==> src/rtl/lif_pkg.sv <==
// rtl/lif_pkg.sv - shared constants and types for the LIF neuron array
package lif_pkg;

  localparam int DEF_N_CH       = 4;
  localparam int DEF_W          = 8;
  localparam int DEF_LEAK_SHIFT = 1;
  localparam int DEF_REFRAC     = 2;
  localparam int SPIKE_CNT_W    = 16;

  typedef enum logic {
    INTEGRATE  = 1'b0,
    REFRACTORY = 1'b1
  } ch_state_e;

endpackage

==> src/rtl/lif_neuron_array_if.sv <==
// rtl/lif_neuron_array_if.sv - control, current and observation bundle of the neuron array
interface lif_neuron_array_if #(
  parameter int N_CH = lif_pkg::DEF_N_CH,
  parameter int W    = lif_pkg::DEF_W
);
  logic                          en;
  logic                          leak_en;
  logic [W-1:0]                  threshold;
  logic [N_CH*W-1:0]             current;
  logic [N_CH-1:0]               spike;
  logic [N_CH*W-1:0]             state;
  logic [N_CH-1:0]               refrac;
  logic [lif_pkg::SPIKE_CNT_W-1:0] spike_count;

  modport master (
    output en, leak_en, threshold, current,
    input  spike, state, refrac, spike_count
  );

  modport slave (
    input  en, leak_en, threshold, current,
    output spike, state, refrac, spike_count
  );
endinterface

==> src/rtl/lif_channel.sv <==
// rtl/lif_channel.sv - single leaky integrate-and-fire neuron with refractory counter
module lif_channel
  import lif_pkg::*;
#(
  parameter int W          = DEF_W,
  parameter int LEAK_SHIFT = DEF_LEAK_SHIFT,
  parameter int REFRAC     = DEF_REFRAC
) (
  input  logic         clk,
  input  logic         rst_n,
  input  logic         en_i,
  input  logic         leak_en_i,
  input  logic [W-1:0] threshold_i,
  input  logic [W-1:0] current_i,
  output logic         spike_o,
  output logic         spike_nx_o,
  output logic [W-1:0] state_o,
  output logic         refrac_o
);

  localparam int CW = (REFRAC > 0) ? $clog2(REFRAC + 1) : 1;
  localparam logic [CW-1:0] REFRAC_LD = CW'(REFRAC);

  ch_state_e    st_q, st_d;
  logic [W-1:0] v_q, v_d;
  logic         spike_q, spike_d;
  logic [CW-1:0] cnt_q, cnt_d;
  logic [W:0]   leak, sum;

  always_comb begin
    st_d    = st_q;
    v_d     = v_q;
    spike_d = spike_q;
    cnt_d   = cnt_q;
    leak    = leak_en_i ? {1'b0, v_q >> LEAK_SHIFT} : '0;
    // One extra bit keeps state + current from wrapping before the compare
    sum     = {1'b0, v_q} - leak + {1'b0, current_i};
    if (en_i) begin
      spike_d = 1'b0;
      if (st_q == INTEGRATE) begin
        if (sum >= {1'b0, threshold_i}) begin
          spike_d = 1'b1;
          v_d     = '0;
          if (REFRAC > 0) begin
            st_d  = REFRACTORY;
            cnt_d = REFRAC_LD;
          end
        end else begin
          v_d = sum[W] ? '1 : sum[W-1:0];
        end
      end else begin
        v_d   = '0;
        cnt_d = cnt_q - CW'(1);
        if (cnt_q <= CW'(1)) st_d = INTEGRATE;
      end
    end
  end

  always_ff @(posedge clk) begin
    if (!rst_n) begin
      st_q    <= INTEGRATE;
      v_q     <= '0;
      spike_q <= 1'b0;
      cnt_q   <= '0;
    end else begin
      st_q    <= st_d;
      v_q     <= v_d;
      spike_q <= spike_d;
      cnt_q   <= cnt_d;
    end
  end

  assign spike_o    = spike_q;
  assign spike_nx_o = spike_d;
  assign state_o    = v_q;
  assign refrac_o   = (st_q == REFRACTORY);

endmodule

==> src/rtl/lif_neuron_array.sv <==
// rtl/lif_neuron_array.sv - N_CH independent LIF neurons with a shared saturating spike counter
module lif_neuron_array
  import lif_pkg::*;
#(
  parameter int N_CH       = DEF_N_CH,
  parameter int W          = DEF_W,
  parameter int LEAK_SHIFT = DEF_LEAK_SHIFT,
  parameter int REFRAC     = DEF_REFRAC
) (
  input logic               clk,
  input logic               rst_n,
  lif_neuron_array_if.slave bus
);

  logic [N_CH-1:0]        spike_nx;
  logic [4:0]             pop;
  logic [SPIKE_CNT_W:0]   cnt_sum;
  logic [SPIKE_CNT_W-1:0] cnt_q, cnt_d;

  for (genvar i = 0; i < N_CH; i++) begin : g_ch
    lif_channel #(
      .W          (W),
      .LEAK_SHIFT (LEAK_SHIFT),
      .REFRAC     (REFRAC)
    ) u_ch (
      .clk         (clk),
      .rst_n       (rst_n),
      .en_i        (bus.en),
      .leak_en_i   (bus.leak_en),
      .threshold_i (bus.threshold),
      .current_i   (bus.current[i*W +: W]),
      .spike_o     (bus.spike[i]),
      .spike_nx_o  (spike_nx[i]),
      .state_o     (bus.state[i*W +: W]),
      .refrac_o    (bus.refrac[i])
    );
  end

  // Counts the spikes about to be registered, so simultaneous firings all land in one update
  always_comb begin
    pop = '0;
    for (int i = 0; i < N_CH; i++) pop = pop + 5'(spike_nx[i]);
    cnt_sum = {1'b0, cnt_q} + (SPIKE_CNT_W + 1)'(pop);
    cnt_d   = cnt_q;
    if (bus.en) cnt_d = cnt_sum[SPIKE_CNT_W] ? '1 : cnt_sum[SPIKE_CNT_W-1:0];
  end

  always_ff @(posedge clk) begin
    if (!rst_n) cnt_q <= '0;
    else        cnt_q <= cnt_d;
  end

  assign bus.spike_count = cnt_q;

endmodule

==> src/flat_wrapper.sv <==
// flat-port wrapper written by rule: the top's interface ports become plain ports
module lif_neuron_array_flat import lif_pkg::*;
#(
  parameter int N_CH       = DEF_N_CH,
  parameter int W          = DEF_W,
  parameter int LEAK_SHIFT = DEF_LEAK_SHIFT,
  parameter int REFRAC     = DEF_REFRAC
)
  (clk, rst_n, bus_en, bus_leak_en, bus_threshold, bus_current, bus_spike, bus_state, bus_refrac, bus_spike_count);
  lif_neuron_array_if #(.N_CH(N_CH), .W(W)) bus_i ();
  input logic clk;
  input logic rst_n;
  input wire logic [$bits(bus_i.en)-1:0] bus_en;
  input wire logic [$bits(bus_i.leak_en)-1:0] bus_leak_en;
  input wire logic [$bits(bus_i.threshold)-1:0] bus_threshold;
  input wire logic [$bits(bus_i.current)-1:0] bus_current;
  output wire logic [$bits(bus_i.spike)-1:0] bus_spike;
  output wire logic [$bits(bus_i.state)-1:0] bus_state;
  output wire logic [$bits(bus_i.refrac)-1:0] bus_refrac;
  output wire logic [$bits(bus_i.spike_count)-1:0] bus_spike_count;
  assign bus_i.en = bus_en;
  assign bus_i.leak_en = bus_leak_en;
  assign bus_i.threshold = bus_threshold;
  assign bus_i.current = bus_current;
  assign bus_spike = bus_i.spike;
  assign bus_state = bus_i.state;
  assign bus_refrac = bus_i.refrac;
  assign bus_spike_count = bus_i.spike_count;
  lif_neuron_array #(.N_CH(N_CH), .W(W), .LEAK_SHIFT(LEAK_SHIFT), .REFRAC(REFRAC)) u_core (.clk(clk), .rst_n(rst_n), .bus(bus_i));
endmodule
==> config.mk <==
export PLATFORM = sky130hd
export DESIGN_NAME = lif_neuron_array_flat
export DESIGN_NICKNAME = d
export VERILOG_FILES = /design/src/rtl/lif_pkg.sv /design/src/rtl/lif_neuron_array_if.sv /design/src/rtl/lif_channel.sv /design/src/rtl/lif_neuron_array.sv /design/src/flat_wrapper.sv
export SDC_FILE = /design/constraint.sdc
export NUM_CORES = 1
export LEC_CHECK = 0
export ABC_CLOCK_PERIOD_IN_PS = 8000
export BUFFER_PORTS_ARGS = -buffer_cell sky130_fd_sc_hd__clkbuf_2
export CAP_MARGIN = 20
export CELL_PAD_IN_SITES_DETAIL_PLACEMENT = 0
export CELL_PAD_IN_SITES_GLOBAL_PLACEMENT = 1
export CORE_MARGIN = 3
export CORE_UTILIZATION = 43
export DETAILED_ROUTE_END_ITERATION = 6
export GPL_ROUTABILITY_DRIVEN = 0
export PLACE_DENSITY = 0.87
export SLEW_MARGIN = 0
export SYNTH_ARGS = -nofsm -noshare
export SYNTH_HDL_FRONTEND = slang
export SYNTH_SLANG_ARGS = --single-unit
==> constraint.sdc <==
create_clock -name clk -period 8 [get_ports clk]
set_input_delay 0.8 -clock clk [delete_from_list [all_inputs] [get_ports clk]]
set_output_delay 0.8 -clock clk [all_outputs]
set_load 0.005 [all_outputs]
==> impl_metrics.csv, run 1 <==
group,metric,value,unit
setup_path,crit_path_start_kind,"input port",
clock_network,hold_buffers,0,
drt,wl_per_cell,13.6,um
clock_network,insertion_delay,0.34,ns
clock_network,root_buffer,"clkbuf_16",
drt,ant_nets,0,
drt,wl_met3,615,um
setup_path,end_kind,"register",
finish,nets,979,
setup_path,critPathMaxStageDelay,0.47,ns
yosys,synth_nets,890,
setup_path,reg2reg_slack,1.38,ns
worst_hold_path,hp-class,"register to register",
clock_network,postCtsSetupRepairBufs,0,
global_routing,grt_max_degree,52,
clock_network,tritoncts,"yes",
global_routing,grt_pass1_wl,23600,um
finish,design_area,0.00703,mm^2
yosys,synthCells,735,
yosys,synth-xor-area-share,0.0514,
yosys,synthArstFlopShare,0,
global_routing,grtUsageTotal,0.181,
place,dp_hpwl,10700,um
drt,top_layer,"met4",
yosys,ys_ff_latch,64,
drt,drt-vias-per-instance,5.02,
sta,max_freq,0.143,GHz
clock_network,cts_sinks,64,
drt,drt_iter0_drc,255,
global_routing,grt_pass1_vias,4926,
global_routing,antenna_found_initial,0,
global_routing,overflow,0,
setup_path,path_buf_inv,5,
finish,drive_gt1_frac,0.172,
power,p_total,3.20,mW
sta,final-max-slew-violation-count,0,
drt,drc,0,
yosys,synth_edf_count,0,
sta,min_period,6.97,ns
finish,diodes,0,
die,initial_core_util,0.450,
finish,fin_cells,1005,
yosys,synth_cell_types,64,
clock_network,cts_buffer_depth,2,
sta,period_share,0.872,
die,die_area,0.0157,mm^2
setup_path,criticalPathCategory,"input port to register",
place,place_area,0.00673,mm^2
sta,holdWs,0.477,ns
setup_path,cp.arrival,7.23,ns
yosys,muxShareOfSynthArea,0.00328,
place,port_buffers,99,
drt,num_vias,5042,
die,rows,42,
finish,area_delta_synth_final,15.1,%
yosys,synthAdderAreaFrac,0.264,
yosys,synth_compound_area_frac,0.204,
die,die_x,125,um
yosys,synth-simple-area-share,0.152,
yosys,synth_area_per_cell,8.31,um^2
job,drv_cap,0,
sta,slew_headroom,0.412,
sta,setup_violations,0,
setup_path,critPathTopFamily,"adder cells",
drt,wirelength_met1,6810,um
power,power.density,455,mW/mm^2
yosys,synth_top_family_by_area,"adder cells",
setup_path,required,8.25,ns
sta,finClkSkew,0.00753,ns
sta,finalHoldViolCount,0,
sta,tightestPinTransition,0.881,ns
power,leakagePower,3.50,nW
place,place.detailed.instances,989,
yosys,synth-main-ff-cell,"dfxtp_1",
drt,wl_met2,6220,um
die,io_pins,100,
yosys,synthesis.area,0.00611,mm^2
die,core,0.0136,mm^2
status,status,"completed",
clock_network,numCtsBuffers,9,
setup_path,crit_fanout,12,
yosys,ys_seq_area_frac,0.210,
power,ir_drop,0.000158,V
sta,tns,0,ns
drt,first_pass_iters,4,
die,die_h,125,um
clock_network,cts_resized,0,
drt,drt_wl_total,13700,um
clock_network,clk_pin_slew,0.06,ns
clock_network,htree_levels,3,
sta,rsz0062_at_grt,"false",
setup_path,slowest_stage,"fa_1",
yosys,synth_warnings,0,
[metal layers]
layer / vias up / global-route usage
met3: 4 / 0.0422
li1: 2642 / -
met5: - / 0
met1: 2304 / 0.252
met2: 92 / 0.287
met4: 0 / 0.0389
[cell usage in the layout (no fill, tap or decap), types with 5 or more instances in the layout]
cell type,synthesis,routed
a211oi_1,6,6
a21o_1,16,16
a21oi_1,42,42
a22o_1,15,15
a32o_1,8,8
and2_1,38,38
and3_1,6,6
clkbuf_16,0,9
clkbuf_2,0,99
dfxtp_1,64,64
fa_1,30,30
ha_1,81,81
inv_1,154,154
nand2_1,32,32
nand2b_1,10,10
nand3_1,8,8
nor2_1,36,35
nor3_1,9,9
o211ai_1,5,5
o21a_1,8,8
o21ai_0,28,28
o21bai_1,5,5
o32ai_1,7,7
or2_2,8,8
xnor2_1,23,23
xor2_1,11,11
[cell usage after synthesis, drive strengths merged, types with 9 or more instances]
| library cell | number | area (um^2) |
|---|---|---|
| xor2 | 11 | 96.3 |
| a22o | 15 | 131 |
| xnor2 | 24 | 218 |
| or2 | 9 | 56.3 |
| o21ai | 30 | 158 |
| nor2 | 36 | 135 |
| ha | 81 | 1010 |
| fa | 30 | 601 |
| inv | 154 | 578 |
| and2 | 38 | 238 |
| clkbuf | 13 | 48.8 |
| dfxtp | 64 | 1280 |
| a21o | 16 | 120 |
| a21oi | 42 | 210 |
| nand2b | 10 | 62.6 |
| nand2 | 32 | 120 |
| nor3 | 11 | 65.1 |
| buf | 11 | 71.3 |
| o21a | 9 | 75.1 |
[area by class of cell]
class / count / area, um^2
clock inverter: 7 / 78.8
inverter: 155 / 582
sequential: 64 / 1280
timing repair buffer: 102 / 518
fill: 1339 / 6530
clock buffer: 9 / 225
tap: 176 / 220
multi-input combinational: 492 / 4130
[power breakdown]
| part | leakage, nW | switching (mW) | internal (mW) |
|---|---|---|---|
| registers | 0.521 | 0.0862 | 0.415 |
| logic | 2.84 | 1.26 | 1.03 |
| clock network | 0.139 | 0.162 | 0.244 |
[registers in the layout (all words and copies together), names as in the netlist]
register	cells
u_core.bus.spike_count	16
u_core.g_ch.u_ch.refrac_o	4
u_core.g_ch.u_ch.cnt_q	8
u_core.g_ch.u_ch.state_o	32
u_core.g_ch.u_ch.spike_o	4
[worst register-to-register path: stages, from the launching register on]
cell and delay, ns:
dfxtp_1 0.35, inv_1 0.08, fa_1 0.53, inv_1 0.04, ha_1 0.34, and3_1 0.20
a2111o_1 0.43, a21o_1 0.19, a21oi_1 0.17, xnor2_1 0.16, ha_1 0.28, and3_1 0.17
a221o_1 0.47, o21ai_0 0.35, nand2_1 0.10, ha_1 0.30, inv_1 0.07, fa_1 0.40
inv_1 0.07, ha_1 0.15, inv_1 0.06, fa_1 0.39, nor2b_1 0.17, nor2_1 0.06
nor4_2 0.34, nand2_1 0.33, a311oi_1 0.33
[kinds of logic after synthesis]
kind of cell,count (synthesis)
AO/OA/AOI/OAI,172
XOR/XNOR,35
adder cells (fa/ha/maj),111
buffers and inverters,179
flip-flops,64
multiplexers,2
AND/OR/NAND/NOR,172
[stage by stage]
| stage | setup slack [ns] | utilization |
|---|---|---|
| global placement | 0.799 | 0.496 |
| CTS | 1.02 | 0.519 |
| finish | 1.03 | 0.519 |
| floorplan | 1.31 | - |
| detailed placement | 0.668 | 0.496 |
| global route | 0.414 | 0.519 |
[path summary, 6_finish.rpt]
| path | startpoint | endpoint | cells past startpoint |
|---|---|---|---|
| worst min-delay path | u_core.g_ch[2].u_ch.cnt_q[1] | u_core.g_ch[2].u_ch.cnt_q[1] | 2 |
| worst max-delay path | bus_leak_en | u_core.bus.spike_count[15] | 27 |
| worst max register to register | u_core.g_ch[1].u_ch.state_o[3] | u_core.bus.spike_count[15] | 26 |
| worst min register to register | u_core.g_ch[2].u_ch.cnt_q[1] | u_core.g_ch[2].u_ch.cnt_q[1] | 2 |
(Power assumes the default switching activity.)
==> run 2: changes to the inputs <==
--- a/config.mk
+++ b/config.mk
@@ -11,11 +11,12 @@
 export CELL_PAD_IN_SITES_DETAIL_PLACEMENT = 0
 export CELL_PAD_IN_SITES_GLOBAL_PLACEMENT = 1
 export CORE_MARGIN = 3
-export CORE_UTILIZATION = 43
+export CORE_UTILIZATION = 35
 export DETAILED_ROUTE_END_ITERATION = 6
 export GPL_ROUTABILITY_DRIVEN = 0
-export PLACE_DENSITY = 0.87
+export PLACE_DENSITY = 0.74
 export SLEW_MARGIN = 0
 export SYNTH_ARGS = -nofsm -noshare
 export SYNTH_HDL_FRONTEND = slang
+export SYNTH_HIERARCHICAL = 1
 export SYNTH_SLANG_ARGS = --single-unit
==> run 2 against run 1 <==
Register-to-register slack improved by 0.85 ns. Area after synthesis up 0.59%. Final area increased by 1.5%. Wire length is 4.8% higher. Combinational power fell by 28%. Sequential power down 7.6%. Synthesized cell count decreased by 3.8%. Global-route usage decreased by 2.8 points. Largest cell class unchanged. Largest power group unchanged.
==> impl_metrics.csv, run 2 <==
group,metric,value,unit
die,die_h,138,um
yosys,synth_top_family_by_area,"adder cells",
clock_network,numCtsBuffers,9,
setup_path,slowest_stage,"fa_1",
yosys,synthesis.area,0.00614,mm^2
yosys,synthCells,707,
yosys,synthTopCellsByArea,"dfxtp_1 (21%), ha_1 (16%), fa_1 (10%)",
sta,tightestPinTransition,0.660,ns
clock_network,clk_pin_slew,0.05,ns
finish,nets,958,
sta,finalHoldViolCount,0,
yosys,synth_area_per_cell,8.69,um^2
setup_path,critPathMaxStageDelay,0.52,ns
global_routing,use_met2,0.255,
job,drv_cap,0,
setup_path,required,8.25,ns
clock_network,hold_buffers,0,
sta,finClkSkew,0.00606,ns
yosys,synthArstFlopShare,0,
yosys,synth_top_area_frac,0.209,
setup_path,path_buf_inv,4,
setup_path,cp_cell_sequence,"clkbuf_2 > and2_1 > fa_1 > inv_1 > fa_1 > a21o_1 > a221oi_4 > xnor2_1 > ha_1 > and4_1 > a221oi_4 > and2_4 > o22ai_1 > fa_1 > inv_1 > fa_1 > inv_1 > fa_1 > nand4_2 > nor3_4 > nand2_1 > a21oi_1",
power,ir_drop,0.000130,V
worst_hold_path,hp-class,"register to register",
global_routing,grt_max_degree,42,
clock_network,cts_buffer_depth,2,
finish,drive_gt1_frac,0.195,
setup_path,cp_common_cell,"fa_1",
yosys,synth_most_common_cell,"inv_1",
yosys,synth_nets,859,
drt,num_vias,5184,
power,power_frac_seq,0.183,
die,core,0.0169,mm^2
yosys,synth-main-ff-cell,"dfxtp_1",
finish,mostFrequentLayoutCells,"inv_1 (148), clkbuf_2 (99), ha_1 (77)",
yosys,muxShareOfSynthArea,0.00530,
global_routing,busiest_layer,"met2",
die,io_pins,100,
sta,rsz0062_at_grt,"false",
power,swShare,0.456,
clock_network,cts_resized,0,
finish,layout_commonest_cell,"inv_1",
sta,tns,0,ns
sta,slew_headroom,0.560,
finish,diodes,0,
clock_network,postCtsSetupRepairBufs,0,
drt,drc,0,
place,port_buffers,99,
yosys,synth_cell_types,62,
power,p_total,2.53,mW
die,initial_core_util,0.364,
power,p_switching,1.15,mW
yosys,synth-xor-area-share,0.0456,
finish,largest_reg_flops,32,
setup_path,end_kind,"register",
finish,fill_cells,1741,
yosys,synth_compound_area_frac,0.237,
yosys,synth_edf_count,0,
setup_path,criticalPathCategory,"input port to register",
die,rows,47,
finish,fin_cells,1031,
setup_path,crit_fanout,28,
setup_path,cp.arrival,6.65,ns
finish,area_delta_synth_final,16.2,%
sta,max_freq,0.156,GHz
global_routing,antenna_found_initial,0,
sta,final-max-slew-violation-count,0,
status,status,"completed",
power,intPower,1.37,mW
place,place.detailed.instances,1015,
drt,drt-vias-per-instance,5.03,
clock_network,cts_sinks,64,
setup_path,crit_path_start_kind,"input port",
yosys,ys_seq_area_frac,0.209,
global_routing,met3_usage,0.0338,
clock_network,tritoncts,"yes",
yosys,ys_ff_latch,64,
sta,period_share,0.800,
global_routing,overflow,0,
yosys,synth_top_area_cell,"dfxtp_1",
die,die_area,0.0192,mm^2
drt,wl_per_cell,13.9,um
power,leakagePower,3.43,nW
clock_network,root_buffer,"clkbuf_16",
drt,ant_nets,0,
power,p_comb_frac,0.658,
global_routing,grt_use_met1,0.204,
global_routing,grt_pass1_wl,24500,um
yosys,synth-simple-area-share,0.140,
setup_path,critPathTopFamily,"adder cells",
yosys,synth_warnings,6,
global_routing,grtUsageTotal,0.152,
place,dp_hpwl,11300,um
yosys,synthAdderAreaFrac,0.258,
die,die_x,138,um
sta,setup_violations,0,
drt,drt_iter0_drc,215,
power,power.share.clock,0.159,
clock_network,htree_levels,3,
drt,first_pass_iters,4,
clock_network,insertion_delay,0.33,ns
yosys,netlist_top_cells_count,"inv_1 (148), ha_1 (77), dfxtp_1 (64), a21oi_1 (46), nand2_1 (43)",
global_routing,grt_pass1_vias,5038,
power,power.density,354,mW/mm^2
drt,drt_wl_total,14400,um
sta,min_period,6.40,ns
==> run 2: cell types whose count changed in the layout (fill, tap and decap cells not counted), sizes merged, moves of 9 or more <==
| cell | previous run | this run |
|---|---|---|
| nand2 | 32 | 43 |
| nand3 | 8 | 22 |
| and2 | 38 | 23 |
| inv | 157 | 148 |
| nor2 | 36 | 21 |
| xnor2 | 24 | 13 |
| a22o | 15 | 0 |
| a221oi | 1 | 14 |
==> run 2: area by class of cell <==
class	instances	area, um^2	share of cell area
clock buffer	13	260	0.0365
clock inverter	3	40.0	0.00561
inverter	150	563	0.0789
multi-input combinational	481	4220	0.591
sequential	64	1280	0.179
tap	220	275	0.0386
timing repair buffer	100	503	0.0705
==> run 2: metal layers <==
metal,share of wire,wire length [um],vias to the layer above
li1,-,-,2657
met1,0.48,6840,2424
met2,0.47,6720,96
met3,0.051,733,7
met4,0.0053,76,0
met5,0,0,-
==> run 2: power groups by stage <==
stage	Combinational, mW	Clock (mW)	Sequential (mW)
2_1_floorplan	1.36	0	0.457
3_3_place_gp	1.66	0	0.473
3_5_place_dp	1.67	0	0.473
4_1_cts	1.68	0.413	0.465
5_1_grt	1.92	0.426	0.478
6_report	1.66	0.401	0.463
==> run 2: path summary, 6_finish.rpt <==
kind | from | endpoint | slack, ns | cells after the start
worst max-delay path | bus_leak_en | u_core/bus.spike_count[7] | 1.60 | 22
worst min-delay path | u_core/g_ch[0].u_ch/cnt_q[1] | u_core/g_ch[0].u_ch/cnt_q[1] | 0.51 | 2
worst max register to register | u_core/g_ch[0].u_ch/state_o[2] | u_core/bus.spike_count[7] | 2.23 | 21
worst min register to register | u_core/g_ch[0].u_ch/cnt_q[1] | u_core/g_ch[0].u_ch/cnt_q[1] | 0.51 | 2
==> run 2: logic make-up (layout without fill, tap and decap cells) <==
| kind of cell | count (synthesis) | in the layout |
|---|---|---|
| mux | 3 | 3 |
| simple gates | 160 | 160 |
| fa+ha+maj | 108 | 108 |
| buf+inv | 162 | 266 |
| compound gates | 178 | 178 |
| flops | 64 | 64 |
| xor+xnor | 32 | 32 |
==> run 2: tightest hold or removal path, cell delays in order (launching register included) <==
cell     delay (ns)
dfxtp_1        0.31
nor2_1         0.08
a21oi_1        0.06
==> run 2: stage by stage <==
step | area, um^2 | setup slack (ns) | hold slack [ns] | util
after global placement | 6840 | 1.33 | 0.500 | 0.405
final | 7140 | 1.60 | 0.507 | 0.423
after floorplan | 6140 | 2.22 | 0.481 | -
after CTS | 7140 | 1.56 | 0.510 | 0.423
after detailed placement | 6840 | 1.19 | 0.497 | 0.405
after global routing | 7140 | 1.15 | 0.532 | 0.423
==> run 3: changes to the inputs <==
--- a/config.mk
+++ b/config.mk
@@ -5,7 +5,7 @@
 export SDC_FILE = /design/constraint.sdc
 export NUM_CORES = 1
 export LEC_CHECK = 0
-export ABC_CLOCK_PERIOD_IN_PS = 8000
+export ABC_CLOCK_PERIOD_IN_PS = 5400
 export BUFFER_PORTS_ARGS = -buffer_cell sky130_fd_sc_hd__clkbuf_2
 export CAP_MARGIN = 20
 export CELL_PAD_IN_SITES_DETAIL_PLACEMENT = 0
@@ -14,7 +14,7 @@
 export CORE_UTILIZATION = 35
 export DETAILED_ROUTE_END_ITERATION = 6
 export GPL_ROUTABILITY_DRIVEN = 0
-export PLACE_DENSITY = 0.74
+export PLACE_DENSITY = 0.76
 export SLEW_MARGIN = 0
 export SYNTH_ARGS = -nofsm -noshare
 export SYNTH_HDL_FRONTEND = slang
==> constraint.sdc (replaced) <==
create_clock -name clk -period 5.4 [get_ports clk]
set_input_delay 0.54 -clock clk [delete_from_list [all_inputs] [get_ports clk]]
set_output_delay 0.54 -clock clk [all_outputs]
set_load 0.005 [all_outputs]
==> run 3 against run 2 <==
Via count grew 5.1%. Final area grew 9.0%. Final cell count increased by 6.4%. Worst hold slack worse by 0.0037 ns. Flip-flop and latch count is the same.
==> impl_metrics.csv, run 3 (same netlist as run 2, synthesis figures left out) <==
group,metric,value,unit
drt,drt_wl_total,15000,um
place,place.detailed.instances,1073,
place,port_buffers,99,
finish,drive_gt1_frac,0.290,
power,leakagePower,3.78,nW
global_routing,met3_usage,0.0300,
finish,diodes,0,
sta,min_period,5.16,ns
drt,first_pass_iters,4,
worst_hold_path,min-delay-start,"u_core/g_ch[0].u_ch/state_o[3]",
sta,slew_headroom,0.558,
drt,wl_per_cell,13.6,um
setup_path,cp_common_cell,"inv_2",
sta,setup_violations,0,
die,die_area,0.0192,mm^2
clock_network,htree_levels,3,
die,die_h,138,um
drt,num_vias,5446,
drt,drt-vias-per-instance,4.96,
clock_network,tritoncts,"yes",
finish,design_area,0.00778,mm^2
setup_path,slowest_stage,"fa_1",
power,ir_drop,0.000231,V
status,status,"completed",
setup_path,critPathMaxStageDelay,0.56,ns
sta,finClkSkew,0.00541,ns
finish,nets,1024,
die,initial_core_util,0.364,
worst_hold_path,holdPathStages,1,
drt,drt_iter0_drc,225,
setup_path,reg2reg_slack,0.27,ns
clock_network,cts_sinks,64,
sta,final-max-slew-violation-count,0,
die,die_x,138,um
clock_network,numCtsBuffers,9,
worst_hold_path,hp-class,"register to register",
sta,max_freq,0.194,GHz
sta,worst_slack,0.243,ns
global_routing,grt_pass1_wl,24700,um
setup_path,cp.arrival,5.42,ns
clock_network,hold_buffers,0,
place,place_area,0.00729,mm^2
finish,largest_reg_flops,32,
place,dp_hpwl,11800,um
setup_path,path_buf_inv,6,
drt,ant_nets,0,
finish,layout_commonest_cell,"inv_1",
clock_network,insertion_delay,0.32,ns
sta,tns,0,ns
power,power.density,562,mW/mm^2
place,dp_slack,-0.397,ns
clock_network,cts_buffer_depth,2,
clock_network,clk_pin_slew,0.06,ns
drt,drc,0,
setup_path,r2r_end,"u_core/bus.spike_count[12]",
clock_network,root_buffer,"clkbuf_16",
die,core,0.0169,mm^2
global_routing,overflow,0,
setup_path,required,5.67,ns
setup_path,reg2reg_from,"u_core/g_ch[0].u_ch/state_o[3]",
global_routing,antenna_found_initial,0,
sta,finalHoldViolCount,0,
sta,tightestPinTransition,0.662,ns
sta,period_share,0.955,
job,drv_cap,0,
global_routing,use_met2,0.267,
global_routing,grtUsageTotal,0.152,
global_routing,busiest_layer,"met2",
setup_path,crit_fanout,13,
setup_path,critPathTopFamily,"adder cells",
die,rows,47,
setup_path,end_kind,"register",
global_routing,grt_max_degree,29,
global_routing,grt_pass1_vias,5222,
power,p_total,4.37,mW
worst_hold_path,worst_hold_path.endpoint,"u_core/g_ch[0].u_ch/state_o[3]",
setup_path,r2r_cells,24,
finish,mostFrequentLayoutCells,"inv_1 (145), clkbuf_2 (98), ha_1 (72)",
die,io_pins,100,
setup_path,crit_path_start_kind,"input port",
finish,fin_cells,1097,
global_routing,grt_use_met1,0.197,
finish,area_delta_synth_final,26.7,%
setup_path,criticalPathCategory,"input port to register",
run 3: routing by layer:
metal | part of all wire | routed length (um) | up-vias
met5 | 0 | 0 | -
met4 | 0.0060 | 89 | 0
met3 | 0.049 | 726 | 7
met2 | 0.49 | 7340 | 97
met1 | 0.45 | 6790 | 2554
li1 | - | - | 2788
run 3: metrics by stage:
step / hold WS, ns / utilization
2_1_floorplan: 0.481 / -
3_3_place_gp: 0.494 / 0.432
3_5_place_dp: 0.499 / 0.432
4_1_cts: 0.511 / 0.450
5_1_grt: 0.526 / 0.461
6_report: 0.503 / 0.461
run 3: repair_timing:
action | in CTS | in global routing
cloned | 0 | 0
setup buffers | 0 | 8
gates resized for setup | 2 | 31
endpoints found under the setup margin | 12 | 16
pin swaps | 0 | 24
run 3: how the worst max path moves through the flow:
stage                startpoint                    endpoint  slack (ns)  cells after the start
floorplan           bus_leak_en   u_core/bus.spike_count[0]       0.003                     23
global placement    bus_leak_en  u_core/bus.spike_count[11]       -0.32                     24
detailed placement  bus_leak_en  u_core/bus.spike_count[13]       -0.40                     22
CTS                 bus_leak_en  u_core/bus.spike_count[10]        0.01                     24
global route        bus_leak_en  u_core/bus.spike_count[12]       -0.03                     25
finish              bus_leak_en  u_core/bus.spike_count[12]        0.24                     25
run 3: area by class of cell:
| class | count | area [um^2] |
|---|---|---|
| Multi-Input combinational cell | 481 | 4360 |
| Inverter | 150 | 563 |
| Clock buffer | 10 | 239 |
| Timing Repair Buffer | 166 | 1000 |
| Sequential cell | 64 | 1290 |
| Tap cell | 220 | 275 |
| Fill cell | 1704 | 9090 |
| Clock inverter | 6 | 58.8 |
run 3: where the power goes:
group | switching, mW | internal (mW) | leakage, nW
Clock | 0.213 | 0.367 | 0.152
Combinational | 1.56 | 1.54 | 3.11
Sequential | 0.107 | 0.581 | 0.523
